<file path="config.mk">
export PLATFORM = sky130hd
export DESIGN_NAME = mem_task_sequencer
export DESIGN_NICKNAME = d
export VERILOG_FILES = /design/src/rtl/osc_cmd_pkg.sv /design/src/rtl/task_watchdog.sv /design/src/rtl/mem_task_sequencer.sv
export SDC_FILE = /design/constraint.sdc
export NUM_CORES = 1
export LEC_CHECK = 0
export ABC_AREA = 1
export CAP_MARGIN = 20
export CORE_MARGIN = 10
export CORE_UTILIZATION = 42
export CTS_BUF_LIST = sky130_fd_sc_hd__clkbuf_4 sky130_fd_sc_hd__clkbuf_8
export DETAILED_ROUTE_END_ITERATION = 16
export PLACE_DENSITY = 0.9
export RECOVER_POWER = 25
export SETUP_SLACK_MARGIN = 0.4
export SLEW_MARGIN = 20
export SYNTH_ARGS = -nofsm -noshare
export SYNTH_HDL_FRONTEND = slang
export SYNTH_SLANG_ARGS = --single-unit
</file>
<file path="constraint.sdc">
create_clock -name clk_50mhz -period 1.7 [get_ports clk_50mhz]
set_input_delay 0.34 -clock clk_50mhz [delete_from_list [all_inputs] [get_ports clk_50mhz]]
set_output_delay 0.34 -clock clk_50mhz [all_outputs]
set_load 0.01 [all_outputs]
</file>
<file path="src/rtl/osc_cmd_pkg.sv">
// Purpose : shared command bytes, client ids, sequencer states and command decode.
// Latency : n/a (types, constants and a pure combinational helper).
// Backpressure : n/a.
package osc_cmd_pkg;

   localparam int N_CLIENTS = 3;

   // UART command bytes ('C', 'S', 'R')
   localparam logic [7:0] CMD_CLEAR   = 8'h43;
   localparam logic [7:0] CMD_CAPTURE = 8'h53;
   localparam logic [7:0] CMD_READ    = 8'h52;

   // Client ids, also the slice index into the per-client buses
   localparam logic [1:0] ID_CLEAR   = 2'd0;
   localparam logic [1:0] ID_CAPTURE = 2'd1;
   localparam logic [1:0] ID_READ    = 2'd2;

   typedef enum logic [1:0] {
      ST_IDLE    = 2'd0,
      ST_ACTIVE  = 2'd1,
      ST_RELEASE = 2'd2
   } state_t;

   typedef struct packed {
      logic       known;
      logic [1:0] id;
   } cmd_dec_t;

   function automatic cmd_dec_t decode_cmd(input logic [7:0] b);
      cmd_dec_t d;
      d.known = 1'b1;
      d.id    = ID_CLEAR;
      case (b)
         CMD_CLEAR:   d.id = ID_CLEAR;
         CMD_CAPTURE: d.id = ID_CAPTURE;
         CMD_READ:    d.id = ID_READ;
         default:     d.known = 1'b0;
      endcase
      return d;
   endfunction

endpackage

</file>
<file path="src/rtl/task_watchdog.sv">
// Purpose : counts cycles a task has held the RAM port; pulses expired on the last allowed cycle.
// Latency : expired_o is combinational from the counter (asserted during cycle TIMEOUT_CYCLES of a run).
// Backpressure : none; counter saturates instead of wrapping.
// Ports: clk_50mhz/reset (sync, active-high), clear_i zeroes the count, run_i counts up,
//        expired_o high while running with count == TIMEOUT_CYCLES-1 (never when TIMEOUT_CYCLES == 0).
module task_watchdog #(
   parameter int TIMEOUT_CYCLES = 50000000
) (
   input  logic clk_50mhz,
   input  logic reset,
   input  logic clear_i,
   input  logic run_i,
   output logic expired_o
);

   localparam int CW = (TIMEOUT_CYCLES > 0) ? $clog2(TIMEOUT_CYCLES + 1) : 1;
   localparam logic [CW-1:0] CNT_MAX  = '1;
   localparam logic [CW-1:0] CNT_LAST = (TIMEOUT_CYCLES > 0) ? CW'(TIMEOUT_CYCLES - 1) : '0;
   localparam logic          ENABLED  = (TIMEOUT_CYCLES > 0);

   logic [CW-1:0] cnt_q, cnt_d;

   always_comb begin
      cnt_d = cnt_q;
      if (clear_i) begin
         cnt_d = '0;
      end else if (run_i && (cnt_q != CNT_MAX)) begin
         cnt_d = cnt_q + 1'b1;
      end
   end

   always_ff @(posedge clk_50mhz) begin
      if (reset) begin
         cnt_q <= '0;
      end else begin
         cnt_q <= cnt_d;
      end
   end

   assign expired_o = ENABLED & run_i & ~clear_i & (cnt_q == CNT_LAST);

endmodule

</file>
<file path="src/rtl/mem_task_sequencer.sv">
// Purpose : decodes UART commands, grants the single sample-RAM port to one task module at a time.
// Latency : activate/busy one cycle after the command byte; RAM mux and rx forwarding are combinational.
// Backpressure : none; bytes arriving outside ACTIVE that are not commands are dropped.
// Ports: rx_data/rx_ready from the UART; cli_* per-task handshake and RAM request buses (client i at
//        slice i); mem_* shared RAM port; busy/owner status; err_unknown/err_timeout one-cycle pulses.
module mem_task_sequencer #(
   parameter int SAMPLE_DEPTH   = 8,
   parameter int WIDTH          = 8,
   parameter int N_CLIENTS      = osc_cmd_pkg::N_CLIENTS,
   parameter int TIMEOUT_CYCLES = 50000000
) (
   input  logic                              clk_50mhz,
   input  logic                              reset,
   input  logic [7:0]                        rx_data,
   input  logic                              rx_ready,
   output logic [N_CLIENTS-1:0]              cli_activate,
   input  logic [N_CLIENTS-1:0]              cli_done,
   output logic [N_CLIENTS-1:0]              cli_rx_ready,
   input  logic [N_CLIENTS*WIDTH-1:0]        cli_mem_data,
   input  logic [N_CLIENTS*SAMPLE_DEPTH-1:0] cli_mem_addr,
   input  logic [N_CLIENTS-1:0]              cli_mem_we,
   input  logic [N_CLIENTS-1:0]              cli_mem_en,
   output logic [WIDTH-1:0]                  mem_data,
   output logic [SAMPLE_DEPTH-1:0]           mem_addr,
   output logic                              mem_we,
   output logic                              mem_en,
   output logic                              busy,
   output logic [1:0]                        owner,
   output logic                              err_unknown,
   output logic                              err_timeout
);

   import osc_cmd_pkg::*;

   state_t     state_q, state_d;
   logic [1:0] owner_q, owner_d;
   logic       err_unknown_q, err_unknown_d;
   logic       err_timeout_q, err_timeout_d;

   cmd_dec_t                cmd;
   logic [N_CLIENTS-1:0]    own_sel;
   logic                    done_own;
   logic [WIDTH-1:0]        own_data;
   logic [SAMPLE_DEPTH-1:0] own_addr;
   logic                    own_we;
   logic                    own_en;
   logic                    expired;
   logic                    in_active;

   assign cmd       = decode_cmd(rx_data);
   assign in_active = (state_q == ST_ACTIVE);

   // Select the owner's slice of every per-client bus. The owner register only
   // ever holds a decoded id, so exactly one bit of own_sel is set.
   always_comb begin
      own_sel  = '0;
      done_own = 1'b0;
      own_data = '0;
      own_addr = '0;
      own_we   = 1'b0;
      own_en   = 1'b0;
      for (int i = 0; i < N_CLIENTS; i++) begin
         if (owner_q == 2'(i)) begin
            own_sel[i] = 1'b1;
            done_own   = cli_done[i];
            own_data   = cli_mem_data[i*WIDTH +: WIDTH];
            own_addr   = cli_mem_addr[i*SAMPLE_DEPTH +: SAMPLE_DEPTH];
            own_we     = cli_mem_we[i];
            own_en     = cli_mem_en[i];
         end
      end
   end

   task_watchdog #(
      .TIMEOUT_CYCLES(TIMEOUT_CYCLES)
   ) u_watchdog (
      .clk_50mhz (clk_50mhz),
      .reset     (reset),
      .clear_i   (~in_active),
      .run_i     (in_active),
      .expired_o (expired)
   );

   always_comb begin
      state_d       = state_q;
      owner_d       = owner_q;
      err_unknown_d = 1'b0;
      err_timeout_d = 1'b0;
      case (state_q)
         ST_IDLE: begin
            if (rx_ready) begin
               if (cmd.known) begin
                  owner_d = cmd.id;
                  state_d = ST_ACTIVE;
               end else begin
                  err_unknown_d = 1'b1;
               end
            end
         end
         ST_ACTIVE: begin
            // A done arriving on the last allowed cycle is a clean finish.
            if (done_own) begin
               state_d = ST_RELEASE;
            end else if (expired) begin
               state_d       = ST_RELEASE;
               err_timeout_d = 1'b1;
            end
         end
         ST_RELEASE: begin
            if (!done_own) begin
               state_d = ST_IDLE;
            end
         end
         default: state_d = ST_IDLE;
      endcase
   end

   always_ff @(posedge clk_50mhz) begin
      if (reset) begin
         state_q       <= ST_IDLE;
         owner_q       <= ID_CLEAR;
         err_unknown_q <= 1'b0;
         err_timeout_q <= 1'b0;
      end else begin
         state_q       <= state_d;
         owner_q       <= owner_d;
         err_unknown_q <= err_unknown_d;
         err_timeout_q <= err_timeout_d;
      end
   end

   // Activate follows the registered state so it falls on the edge that
   // leaves ACTIVE (including the reset edge). The RAM port, forwarding and
   // busy are also forced low while reset is held.
   always_comb begin
      cli_activate = in_active ? own_sel : '0;
      cli_rx_ready = '0;
      mem_data     = '0;
      mem_addr     = '0;
      mem_we       = 1'b0;
      mem_en       = 1'b0;
      busy         = 1'b0;
      if (!reset) begin
         busy = (state_q != ST_IDLE);
         if (in_active) begin
            cli_rx_ready = own_sel & {N_CLIENTS{rx_ready}};
            mem_data     = own_data;
            mem_addr     = own_addr;
            mem_we       = own_we;
            mem_en       = own_en;
         end
      end
   end

   assign owner       = owner_q;
   assign err_unknown = err_unknown_q;
   assign err_timeout = err_timeout_q;

endmodule

</file>
# After elaboration in Yosys (flattened, before gate mapping)
# Cells that the tools add are included.
# word_totals
register_bits,32
in_bits,68
out_inout_bits,29
word_cells,74
# op_classes
add_sub_neg,1
eq_ne,13
mux,40
bitwise,5
reduce_logical,10
# op_table
cell,count
8-bit 2-to-1 mux,10
26-bit by 1-bit adder with 26-bit output (second input constant),1
26-bit equality test (second input constant),1
26-bit inequality test (second input constant),1
8-bit by 7-bit equality test with 1-bit output (second input constant),3
1-bit 2-to-1 mux,20
2-bit 2-to-1 mux,5
3-bit 2-to-1 mux,3
3-bit OR reduction,3
2-bit inequality test (second input constant),3
2-bit case mux with 3 select lines,1
2-bit by 1-bit equality test with 1-bit output (second input constant),2
2-bit equality test (second input constant),2
2-bit logical NOT,2
2-bit case mux with 2 select lines,1
4-bit AND reduction,1
3-bit bitwise AND,1
3-bit inequality test (second input constant),1
1-bit inverter,3
3-bit AND reduction,1
2-bit nonzero test,1
2-bit OR reduction,1
1-bit bitwise AND,1
1-bit logical AND,1

# Depth between registers and ports, before layout
# logic_depth
depth_word,6
depth_mapped,11
depth_no_buf,10

# Hierarchy
# A second synthesis with hierarchy kept.
# unflattened
hier_cells,453
area_unflattened_um2,2563.7
# modules_own_cells
mod,instances,cells_per_inst,area_each_um2
task_watchdog,1,269,1657.8
mem_task_sequencer,1,184,905.9

# Worst setup path before layout
# Ideal clock, no wire load.
# synth_timing
path_type,register to output
startpoint,register owner_q[1] (netlist: owner[1])
endpoint,output cli_rx_ready[2]
t_arrival_ns,1.366
setup_slack_ns,-0.006
stages_incl_launch_ff,7
n_path_buf,2
path_cell_list,dfxtp_1 > inv_1 > nor2_1 > buf_2 > buf_1 > inv_1 > nor3_1
# synth_via
elab_chain_len,5
# synth_rtl
item,line_no,source
"start, declared",mem_task_sequencer.sv:36,"logic [1:0] owner_q, owner_d;"
"start signal, assigned",mem_task_sequencer.sv:126,owner_q <= owner_d;
2-bit equality test,mem_task_sequencer.sv:63,if (owner_q == 2'(i)) begin
1-bit 2-to-1 mux,mem_task_sequencer.sv:63,
3-bit bitwise AND,mem_task_sequencer.sv:146,cli_rx_ready = own_sel & {N_CLIENTS{rx_ready}};
3-bit 2-to-1 mux,mem_task_sequencer.sv:145,if (in_active) begin
3-bit 2-to-1 mux,mem_task_sequencer.sv:143,if (!reset) begin
"end, declared",mem_task_sequencer.sv:18,"output logic [N_CLIENTS-1:0] cli_rx_ready,"
# No other way between the ends.

# Worst setup path after layout
# layout_timing
startpoint,register owner_q[0] (netlist: owner[0])
endpoint,output mem_addr[4]
# layout_via
elab_chain_len,6
elab_cells_between_ends,8
cone_classes,eq/ne (2); mux (5); reduce/logical (1)
# layout_rtl
item,line_no,source
2-bit logical NOT,mem_task_sequencer.sv:63,
8-bit 2-to-1 mux (2 in series),mem_task_sequencer.sv:63,
8-bit 2-to-1 mux (*),mem_task_sequencer.sv:63,
8-bit 2-to-1 mux (*),mem_task_sequencer.sv:145,
8-bit 2-to-1 mux (*),mem_task_sequencer.sv:143,
"end, declared",mem_task_sequencer.sv:24,"output logic [SAMPLE_DEPTH-1:0] mem_addr,"
# Every way passes the cells marked *; elsewhere a longest branch is shown, timed or not.

==> summary.md <==
| Metric | Value |
|---|---|
| Post-route insts no fill | `715` |
| CP Capture Type | `output port` |
| DRC violations left | `0` |
| CP peak stage delay | `430 ps` |
| Crit path kind | `flip-flop to output port` |
| CTS buffer count | `5` |
| Hold_ws | `around 390 ps` |
| Endpoints failing hold | `0` |
| First drt pass iteration count | `14` |
| H-tree Lvls | `2` |
| Starting Density | `0.437` |
| Final period util | `1.21` |
| Post-synth top cells | `190 x nand2_1, 56 x nor2_1, 42 x inv_1` |
| Synth top area share | `0.273` |
| Most Frequent Cell on Critical Path | `buf_6` |
| Critical Path Fanout Max | `5` |
| Worst endpoint required time | `between 1000 and 1500 ps` |
| Leak | `between 2 and 3 nW` |
| Post-route ant nets | `0` |
| Post-DP HPWL | `7710 um` |
| Synth warnings | `0` |
| Ranking of synthesized cells by area | `nand2_1 27%, dfxtp_1 24%, nor2_1 8.0%` |
| Crit path launch type | `flip-flop` |
| Most frequent cell after synthesis | `nand2_1` |
| Failing checks | `negative setup slack` |
| Placed Cells | `around 650` |
| PD cells | `roughly 320 nW/um2` |
| Cells after Synth | `451` |
| Die W | `between 90 and 100 um` |
| Overall Global Routing Usage | `0.299` |
| Total Wirelength | `21,000 um` |
| DR vias | `4,829` |
| Largest net degree at the start of global routing | `21` |
| Status | `complete, but fails checks` |
| Clock latency on the worst-skew pair | `approximately 320 ps` |
| Die ar. | `9780 um2` |
| Syn Std Cell Area | `2620 um2` |
| Endpoints failing setup | `52` |
| Fraction of final layout cells sized beyond drive strength 1 | `0.547` |
| # Max-Cap Violations | `0` |
| Final #Nets | `708` |
| Worst slew pin tran | `368 ps` |
| Routed len/inst | `29.4 um` |
| Post-synth top area cell | `nand2_1` |
| Core Footprint | `5990 um2` |
| Worst VDD drop | `503 uV` |
| Post-synthesis sequential area ratio | `0.245` |
| Prevailing post-synth register cell | `dfxtp_1` |
| Net Count, Synth | `520` |
| Critical path's slowest cell | `dfxtp_4` |
| Area growth, synth to finish | `118%` |
| RSZ-0062 raised after global routing | `yes` |
| Clock skew | `11.3 ps` |
| Mean post-synth cell area | `5.80 um2` |
| CTS tree | `done` |
| Critical path data arrival time | `1710 ps` |
| Die Span Y | `98.9 um` |
| Ys async rst share | `0` |
| F_max | `between 400 and 500 MHz` |
| Clk sinks | `32` |
| Netlist cell types | `27` |
| FP Rows | `28` |
| IO Port Bufs | `96` |
| EDFF count, synth | `0` |
| Worst setup margin | `-351 ps` |
| Vias in the first global route | `4,302` |
| Hold crit path type | `primary input to flip-flop` |
| CTS root buffer | `clkbuf_8` |
| Final Max Slew Viols | `0` |
| Max-slew headroom | `0.753` |
| Boundary Pins | `97` |
| Setup TNS | `-9840 ps` |
| Clock Path Buffers | `2` |
| Yosys reg bits | `32` |
| Initial antenna violation count | `0` |
| Crit path cell chain | `inv_4, nor2_4, buf_4, buf_6, buf_12, nand2_2, nand3_2, nand2_4, inv_2, buf_6` |
| First-pass GRT wire length | `23,500 um` |
| Grt ovf | `0` |
| Diodes inserted | `0` |
| DRT iter0 DRCs | `~1,100` |
| Register clock-pin slew on the reported worst setup and hold paths | `roughly 80 ps` |
| GP Congestion | `1.02` |
| Fin crit period | `2050 ps` |
| Vias/cell | `6.75` |
-- routing by layer --
| layer | part of all wire | wire (um) | GRT usage | vias up |
|---|---|---|---|---|
| met1 | 0.30 | 6340 | 0.317 | 2136 |
| met2 | 0.43 | 9110 | 0.496 | 652 |
| met3 | 0.15 | 3250 | 0.0929 | 271 |
| met5 | 0 | 0 | 0 | - |
| met4 | 0.11 | 2300 | 0.205 | 0 |
| li1 | - | - | - | 1770 |
-- timing repair --
action                                  CTS  global route
hold buffers                              0             0
gates resized for setup                 284           104
pin swaps                                53            33
cloned                                    9             3
endpoints found under the setup margin   60            58
buffers inserted                         33            15
-- state kept, by name, indices dropped and copies added, names as in the netlist --
name	cells
err_timeout	1
u_watchdog.cnt_q	26
state_q	2
err_unknown	1
owner	2
-- placed cells by master (no fill, tap or decap), types with 4 or more instances in the layout --
cell type,instances
clkdlybuf4s50_1,62
buf_4,57
nor2_4,20
nor3_1,4
dfxtp_1,16
nor2_1,28
xor2_1,9
buf_6,37
nand3_1,20
nand2_1,115
dlymetal6s2s_1,4
nor3_4,4
inv_2,20
xnor2_1,4
dfxtp_4,9
buf_16,5
nand2_2,49
a21oi_2,22
buf_12,13
nand2_4,40
nor2_2,13
dfxtp_2,7
buf_2,6
nand3_2,14
clkbuf_8,5
inv_1,18
-- path summary, 6_finish.rpt --
check	startpoint	end	slack (ps)	cells past startpoint
worst max-delay path	owner[0]$_SDFFE_PP0P_	mem_addr[4]	-350	10
worst min register to register	u_watchdog.cnt_q[4]$_SDFFE_PP0P_	u_watchdog.cnt_q[4]$_SDFFE_PP0P_	540	2
worst max register to register	u_watchdog.cnt_q[9]$_SDFFE_PP0P_	u_watchdog.cnt_q[23]$_SDFFE_PP0P_	-340	10
worst min-delay path	rx_data[4]	owner[0]$_SDFFE_PP0P_	390	3
-- area by class of cell --
class	instances	area (um2)
multi-input combinational	360	2480
timing repair buffer	192	2070
sequential	32	683
fill	139	299
inverter	45	213
tap	75	93.8
clock buffer	5	68.8
timing repair inverter	3	48.8
clock inverter	3	37.5
-- report_power, final --
part / internal (mW) / switching, mW
clock network: 0.428 / 0.371
registers: 0.736 / 0.000976
logic: 0.176 / 0.117
total: 1.34 / 0.489
-- logic make-up (layout without fill, tap and decap cells) --
family          Yosys count  in the layout  synth area share
xor+xnor                 15             15            0.0502
buf+inv                  60            248             0.105
flops                    32             32             0.245
fa+ha+maj                 1              1           0.00478
simple gates            313            314             0.506
compound gates           30             30            0.0885
-- metrics by stage --
stage | cell area, um2 | worst slack [ps] | power, mW | util
after CTS | 5150 | -134 | 1.71 | 0.860
after global placement | 4060 | -438 | 0.979 | 0.678
after global routing | 5690 | -351 | 1.85 | 0.950
after detailed placement | 4060 | -453 | 0.984 | 0.678
final | 5690 | -351 | 1.83 | 0.950
after floorplan | 2770 | 229 | 0.812 | -
-- worst max-delay path, delay by kind of cell, from the launching register on --
family / cells / cell delay, ps
buffers and inverters: 6 / 590
DFF: 1 / 430
and+or+nand+nor: 4 / 360
No activity file was read; power rests on OpenSTA's default activity.
